File: src/rtl/pulse_pair_gen.sv
// Programmable signal1/signal2 pulse-pair source for exercising CLK_Timer and the link timing path.
// A start emits reps pairs whose rising edges are delay cycles apart, separated by gap idle cycles.
module pulse_pair_gen #(
    parameter int CW     = 8,
    parameter int MAXREP = 15
) (
    input  logic          clk,
    input  logic          reset,
    input  logic          start,
    input  logic          abort,
    input  logic [CW-1:0] delay,
    input  logic [CW-1:0] width1,
    input  logic [CW-1:0] width2,
    input  logic [CW-1:0] gap,
    input  logic [3:0]    reps,
    output logic          signal1,
    output logic          signal2,
    output logic          busy,
    output logic          done
);
    localparam int TW = CW + 1;
    localparam logic [3:0] REP_MAX = 4'(MAXREP);

    typedef enum logic [1:0] {IDLE, RUN, GAP, FIN} state_t;
    state_t state, nstate;

    logic [CW-1:0] d_q, w1_q, w2_q, g_q;
    logic [CW-1:0] gc_q, ngc;
    logic [TW-1:0] t_q, nt;
    logic [3:0]    rem_q, nrem, rem_dec;
    logic          latch;

    function automatic logic [CW-1:0] nz(input logic [CW-1:0] v);
        return (v == '0) ? CW'(1) : v;
    endfunction

    logic [3:0] reps_sat, reps_eff;
    assign reps_sat = (reps > REP_MAX) ? REP_MAX : reps;
    assign reps_eff = (reps_sat == 4'd0) ? 4'd1 : reps_sat;

    // In IDLE the live inputs feed the first RUN cycle's outputs; afterwards only latched copies.
    logic          idle;
    logic [CW-1:0] ed, ew1, ew2, eg;
    assign idle = (state == IDLE);
    assign ed   = idle ? delay      : d_q;
    assign ew1  = idle ? nz(width1) : w1_q;
    assign ew2  = idle ? nz(width2) : w2_q;
    assign eg   = idle ? nz(gap)    : g_q;

    logic [TW-1:0] s2_end, run_len;
    assign s2_end  = {1'b0, ed} + {1'b0, ew2};
    assign run_len = ({1'b0, ew1} > s2_end) ? {1'b0, ew1} : s2_end;
    assign rem_dec = rem_q - 4'd1;

    always_ff @(posedge clk or negedge reset) begin
        if (!reset) state <= IDLE;
        else        state <= nstate;
    end

    always_comb begin
        nstate = state;
        nt     = t_q;
        ngc    = gc_q;
        nrem   = rem_q;
        latch  = 1'b0;
        case (state)
            IDLE: begin
                if (start) begin
                    latch  = 1'b1;
                    nstate = RUN;
                    nt     = '0;
                    nrem   = reps_eff;
                end
            end
            RUN: begin
                if (t_q == run_len - TW'(1)) begin
                    nrem = rem_dec;
                    ngc  = '0;
                    nstate = (rem_dec != 4'd0) ? GAP : FIN;
                end else begin
                    nt = t_q + TW'(1);
                end
            end
            GAP: begin
                if (gc_q == eg - CW'(1)) begin
                    nstate = RUN;
                    nt     = '0;
                end else begin
                    ngc = gc_q + CW'(1);
                end
            end
            FIN:     nstate = IDLE;
            default: nstate = IDLE;
        endcase
        if (abort) begin
            nstate = IDLE;
            latch  = 1'b0;
        end
    end

    // Outputs are registered from the next-state view so every pin comes straight off a flop.
    logic s1_n, s2_n, busy_n, done_n;
    assign s1_n   = (nstate == RUN) && (nt < {1'b0, ew1});
    assign s2_n   = (nstate == RUN) && (nt >= {1'b0, ed}) && (nt < s2_end);
    assign busy_n = (nstate == RUN) || (nstate == GAP);
    assign done_n = (nstate == FIN);

    always_ff @(posedge clk or negedge reset) begin
        if (!reset) begin
            d_q     <= '0;
            w1_q    <= '0;
            w2_q    <= '0;
            g_q     <= '0;
            gc_q    <= '0;
            t_q     <= '0;
            rem_q   <= '0;
            signal1 <= 1'b0;
            signal2 <= 1'b0;
            busy    <= 1'b0;
            done    <= 1'b0;
        end else begin
            if (latch) begin
                d_q  <= delay;
                w1_q <= nz(width1);
                w2_q <= nz(width2);
                g_q  <= nz(gap);
            end
            gc_q    <= ngc;
            t_q     <= nt;
            rem_q   <= nrem;
            signal1 <= s1_n;
            signal2 <= s2_n;
            busy    <= busy_n;
            done    <= done_n;
        end
    end

endmodule

File: config.mk
export PLATFORM = sky130hd
export DESIGN_NAME = pulse_pair_gen
export DESIGN_NICKNAME = d
export VERILOG_FILES = /design/src/rtl/pulse_pair_gen.sv
export SDC_FILE = /design/constraint.sdc
export NUM_CORES = 1
export LEC_CHECK = 0
export CAP_MARGIN = 40
export CELL_PAD_IN_SITES_DETAIL_PLACEMENT = 0
export CELL_PAD_IN_SITES_GLOBAL_PLACEMENT = 1
export CORE_MARGIN = 4
export CORE_UTILIZATION = 42
export CTS_CLUSTER_DIAMETER = 30
export CTS_CLUSTER_SIZE = 24
export DETAILED_ROUTE_END_ITERATION = 10
export MAX_ROUTING_LAYER = met4
export PLACE_DENSITY = 0.89
export SYNTH_ARGS = -nofsm -noshare
export SYNTH_HDL_FRONTEND = slang
export SYNTH_SLANG_ARGS = --single-unit
File: constraint.sdc
create_clock -name clk -period 9.1 [get_ports clk]
set_input_delay 1.82 -clock clk [delete_from_list [all_inputs] [get_ports clk]]
set_output_delay 1.82 -clock clk [all_outputs]
set_load 0.05 [all_outputs]
# After elaboration in Yosys (flattened, before gate mapping)
# Cells that the tools add are included.
# classes
n_addsub	6
order_cmp	5
n_reduce_logical	14
n_mux	29
n_eq_ne	11
# ops
cell	n
8-bit two-way mux	9
9-bit two-way mux	4
9-bit one-hot mux with 3 select lines	1
8-bit zero test	3
4-bit two-way mux	4
8-bit one-hot mux with 2 select lines	1
8-bit by 8-bit adder with 9-bit output	1
9-bit by 1-bit adder with 9-bit output (second input constant)	1
9-bit equality test	1
9-bit by 8-bit >= comparator with 1-bit output	1
8-bit by 9-bit > comparator with 1-bit output	1
9-bit by 8-bit < comparator with 1-bit output	1
9-bit < comparator	1
9-bit by 1-bit subtractor with 9-bit output (second input constant)	1
8-bit by 1-bit adder with 8-bit output (second input constant)	1
2-bit equality test (second input constant)	4
8-bit equality test	1
2-bit two-way mux	4
2-bit one-hot mux with 4 select lines	1
4-bit one-hot mux with 2 select lines	1
8-bit by 1-bit subtractor with 8-bit output (second input constant)	1
2-bit != test (second input constant)	3
3-bit AND reduction	2
2-bit by 1-bit equality test with 1-bit output (second input constant)	2
other kinds (9)	15
# word_totals
reg_bits	59
elab_cells	77
output_inout_bits	4

# Depth between registers and ports, before layout
# depth
ltp_word	14
mapped_depth	49
ltp_nobuf	43

# Least setup slack after synthesis
# No wires, ideal clock.
# synth_timing
path_type	reg-to-reg
start	register state[0]
end	register signal2
arrival_ps	9021
path_slack_ps	-37
required_ps	8984
setup_time_ps	116
stages_incl_launch_ff	46
cell_sequence	dfrtp_1 inv_1 ha_1 buf_2 buf_2 buf_1 buf_1 mux2i_1 inv_1 ha_1 and2_4 a221o_1 o2111ai_1 nor3b_1 ha_1 nand2b_1 or3_1 nor3b_2 (+10 left out) o2111a_2 nand2_4 buf_8 mux2i_1 a21oi_1 a22o_1 ha_1 a21o_1 a21o_1 a21o_1 a21oi_1 nor2b_1 o21ai_0 nand2b_1 a21oi_1 and3_1 a2111o_1 nor3_2
# synth_via
elab_cells_between_ends	28
cone_classes	add/sub: 3; order compare: 3; eq/ne: 6; mux: 13; reduce/logical: 3
# synth_rtl
item	line	rtl
from (decl)	25	state_t state, nstate;
from (signal assigned)	57	else state <= nstate;
2-bit zero test	44, 66	
8-bit two-way mux, on equally long branches	45, 47	
8-bit by 8-bit adder with 9-bit output	51	assign s2_end = {1'b0, ed} + {1'b0, ew2};
8-bit by 9-bit > comparator with 1-bit output	52	assign run_len = ({1'b0, ew1} > s2_end) ? {1'b0, ew1} : s2_end;
9-bit two-way mux	52	
9-bit by 1-bit subtractor with 9-bit output	76	if (t_q == run_len - TW'(1)) begin
9-bit equality test	76	
9-bit two-way mux	76	
9-bit one-hot mux with 3 select lines (*)	66	case (state)
named net nt[1]	29	logic [TW-1:0] t_q, nt;
9-bit by 8-bit >= comparator with 1-bit output	104	assign s2_n = (nstate == RUN) && (nt >= {1'b0, ed}) && (nt < s2_end);
1-bit logical AND	104	
1-bit logical AND (*)	104	
named net s2_n	102	logic s1_n, s2_n, busy_n, done_n;
to (signal assigned)	132	signal2 <= s2_n;
to (decl)	17	output logic signal2,
# The timed path passes the listed nets; every way through them passes the cells marked *.
# A chain may end at the register's enable or synchronous reset.

# Worst setup path in the final report
# layout_timing
start	input delay[0]
end	register signal2
# layout_via
elab_chain_cells	12
elab_cells_between_ends	16
cone_classes	add/sub: 2; order compare: 3; eq/ne: 2; mux: 7; reduce/logical: 2
# layout_lines
item	line	rtl
from (decl)	11	input logic [CW-1:0] delay,
8-bit two-way mux (*)	45	assign ed = idle ? delay : d_q;
parallel branches: the longest is 10 deep, another holds 8-bit by 8-bit adder with 9-bit output	--	
1-bit logical AND (*)	104	
named net s2_n	102	
# Mark *: on every way through the listed nets, which the timed path passes.

==> out/metrics.csv <==
metric,value,unit
yosys.area_share.simple,0.1912,
final_common_cell,buf_4,
num-nets-final,820,
cp-end-kind,register,
clk_pin_slew,50,ps
maxCapViolCount,0,
r2r-end,signal2,
grt_pass1_vias,5391,
synth_area_leader_cell,dfrtp_1,
synth_top_area_frac,0.2670,
syn_inst,616,
hold_ws,485.3,ps
coreArea,12770,um^2
ys_seq_area_frac,0.2670,
slowest_delay,430,ps
postCtsHoldBufs,0,
placementRows,41,
rr_startpoint,state[0],
place_hpwl,12.34,mm
dieArea,15060,um^2
cts_tree,built,
numCtsBuffers,9,
initial_utilization,0.4329,
grtUsageMet2,0.3721,
clock-sinks,59,
clock_skew,5.497,ps
max_freq,115.5,MHz
met3_usage,0.03180,
drt-initial-drc-count,382,
clk_path_buf_depth,2,
endpoint,signal2,
synth_area_leaders,"dfrtp_1, ha_1, mux2_2, mux2i_1, xnor2_1",
setup_violations,0,
syn_nets,706,
slew_headroom,0.4777,
diodes,0,
yosysWarnings,0,
synthFlopType,dfrtp_1,
crit_required,9320,ps
top_usage_layer,met2,
path_max_fanout,4,
first_pass_iters,5,
netlist_area,5529,um^2
clockRootBuffer,clkbuf_16,
p_leak,3.417,nW
cp-startpoint,delay[0],
routed_wl,16.44,mm
dieWidth,122.7,um
critPathArrivalTime,8880,ps
power.density,236.4,nW/um^2
finalPower,1.717,mW
avgSynthCellArea,8.976,um^2
worstSkewPairLatency,330,ps
ys_types,87,
io_pins,44,
slew_viol_final,0,
grt_first_pass_wirelength,26.46,mm
drive_gt1_frac,0.2707,
synth-seq-cells,59,
viasPerCell,5.864,
syn2layout_area_growth,31.36,%
avgRoutedWirePerCell,18.13,um
final_cells,907,
ys_async_sr_fraction,1.000,
final_core_util,0.5686,
period_share,0.9513,
critical_path_class,in -> reg,
grtUsageTotal,0.2263,
grt-ovfl-total,0,
synth_top_family_by_area,compound AO/OA/AOI/OAI gates,
synth_compound_area_frac,0.1937,
fin_area,7263,um^2
dpl_worst_slack,-571.5,ps
placed_area,6615,um^2
io_buffers,43,
grt_use_met1,0.2913,
antenna_found_initial,0,
postRouteAntennaNets,0,
grt_max_degree,60,
hold_violations,0,
fin_setup_tns,0,ps
cp_slowest_cell,fa_1,
layout_min_cycle_time,8657,ps
hold_path.class,reg -> reg,
crit_path_start_kind,input pin,
outcome,"complete, no violations",
synth-edff-count,0,
fill_cells,1093,
r2r_slack,940,ps
drc,0,
synth_xor_xnor_area_share,0.05273,
peakVddDrop,0.1514,mV
finalWeightedCongestion,0.9797,
vias,5319,
synth_fa_ha_area_frac,0.1145,
die_h,122.7,um
synth_mux_area_frac,0.1360,
tightest_slew,783.4,ps
ctsHtreeMaxLevel,3,
worst_slack,442.8,ps
ff2ff_path_depth,40,
placedCellCount,884,
final_cell_mix,"buf_4, dfrtp_1, ha_1",
-- synth_stat cells (all sizes together) (5+ instances only) --
library cell  count
a21o              9
a21oi            34
a22o              5
a31oi             7
and2             12
and3             12
buf               8
clkbuf           11
dfrtp            59
ha               49
inv              40
mux2             43
mux2i            26
nand2            42
nand2b            7
nand3            19
nand4            11
nor2             42
nor3             16
nor4              5
o211ai            7
o21ai            35
o221ai            7
o31ai             5
or2               7
or3               6
xnor2            20
xor2              8
-- layout make-up --
class | instances | area, um^2 | share of cell area
tap | 172 | 215.2 | 0.02963
clock inverter | 6 | 136.4 | 0.01878
inverter | 40 | 150.1 | 0.02067
multi-input combinational | 498 | 3996 | 0.5502
timing repair buffer | 122 | 1050 | 0.1445
clock buffer | 10 | 239.0 | 0.03290
sequential | 59 | 1476 | 0.2033
-- critical path: cells and delay by family --
kind	cells	cell delay, ps
compound gates	13	2090
fa+ha+maj	5	1380
mux	2	580
simple gates	13	2080
buf+inv	6	920
-- layer usage --
| metal | vias up | part of all wire |
|---|---|---|
| met5 | - | 0 |
| met4 | 0 | 0.017 |
| met3 | 23 | 0.045 |
| met2 | 152 | 0.49 |
| met1 | 2627 | 0.45 |
| li1 | 2517 | - |
-- sequential cells by signal (all words and copies together) (netlist names) --
signal / count
gc_q: 8
d_q: 8
done: 1
t_q: 9
rem_q: 4
g_q: 8
w2_q: 8
w1_q: 8
signal2: 1
state: 2
signal1: 1
busy: 1
-- how the worst min path moves through the flow --
stage,start,to,slack (ps),cells after the start
floorplan,g_q[0],g_q[0],450,2
global placement,g_q[0],g_q[0],460,2
detailed placement,w2_q[0],w2_q[0],470,2
CTS,w2_q[0],w2_q[0],480,2
global route,d_q[7],d_q[7],520,1
finish,w2_q[0],w2_q[0],490,2
-- cell families after synthesis --
group           count (synthesis)
simple gates                  198
compound gates                151
mux                            69
buf+inv                        59
flops                          59
fa+ha+maj                      50
xor+xnor                       30
-- repair_timing --
item	CTS	global route
resized for setup	8	47
pin swaps	2	24
setup buffers	1	6
endpoints found under the setup margin	2	2
-- report_power, final --
group | total, mW | internal (mW) | leakage [nW] | switching, mW
clock | 0.432 | 0.303 | 0.179 | 0.129
combinational | 0.951 | 0.450 | 2.50 | 0.501
sequential | 0.334 | 0.305 | 0.741 | 0.0293
No activity file was read; power rests on OpenSTA's default activity.
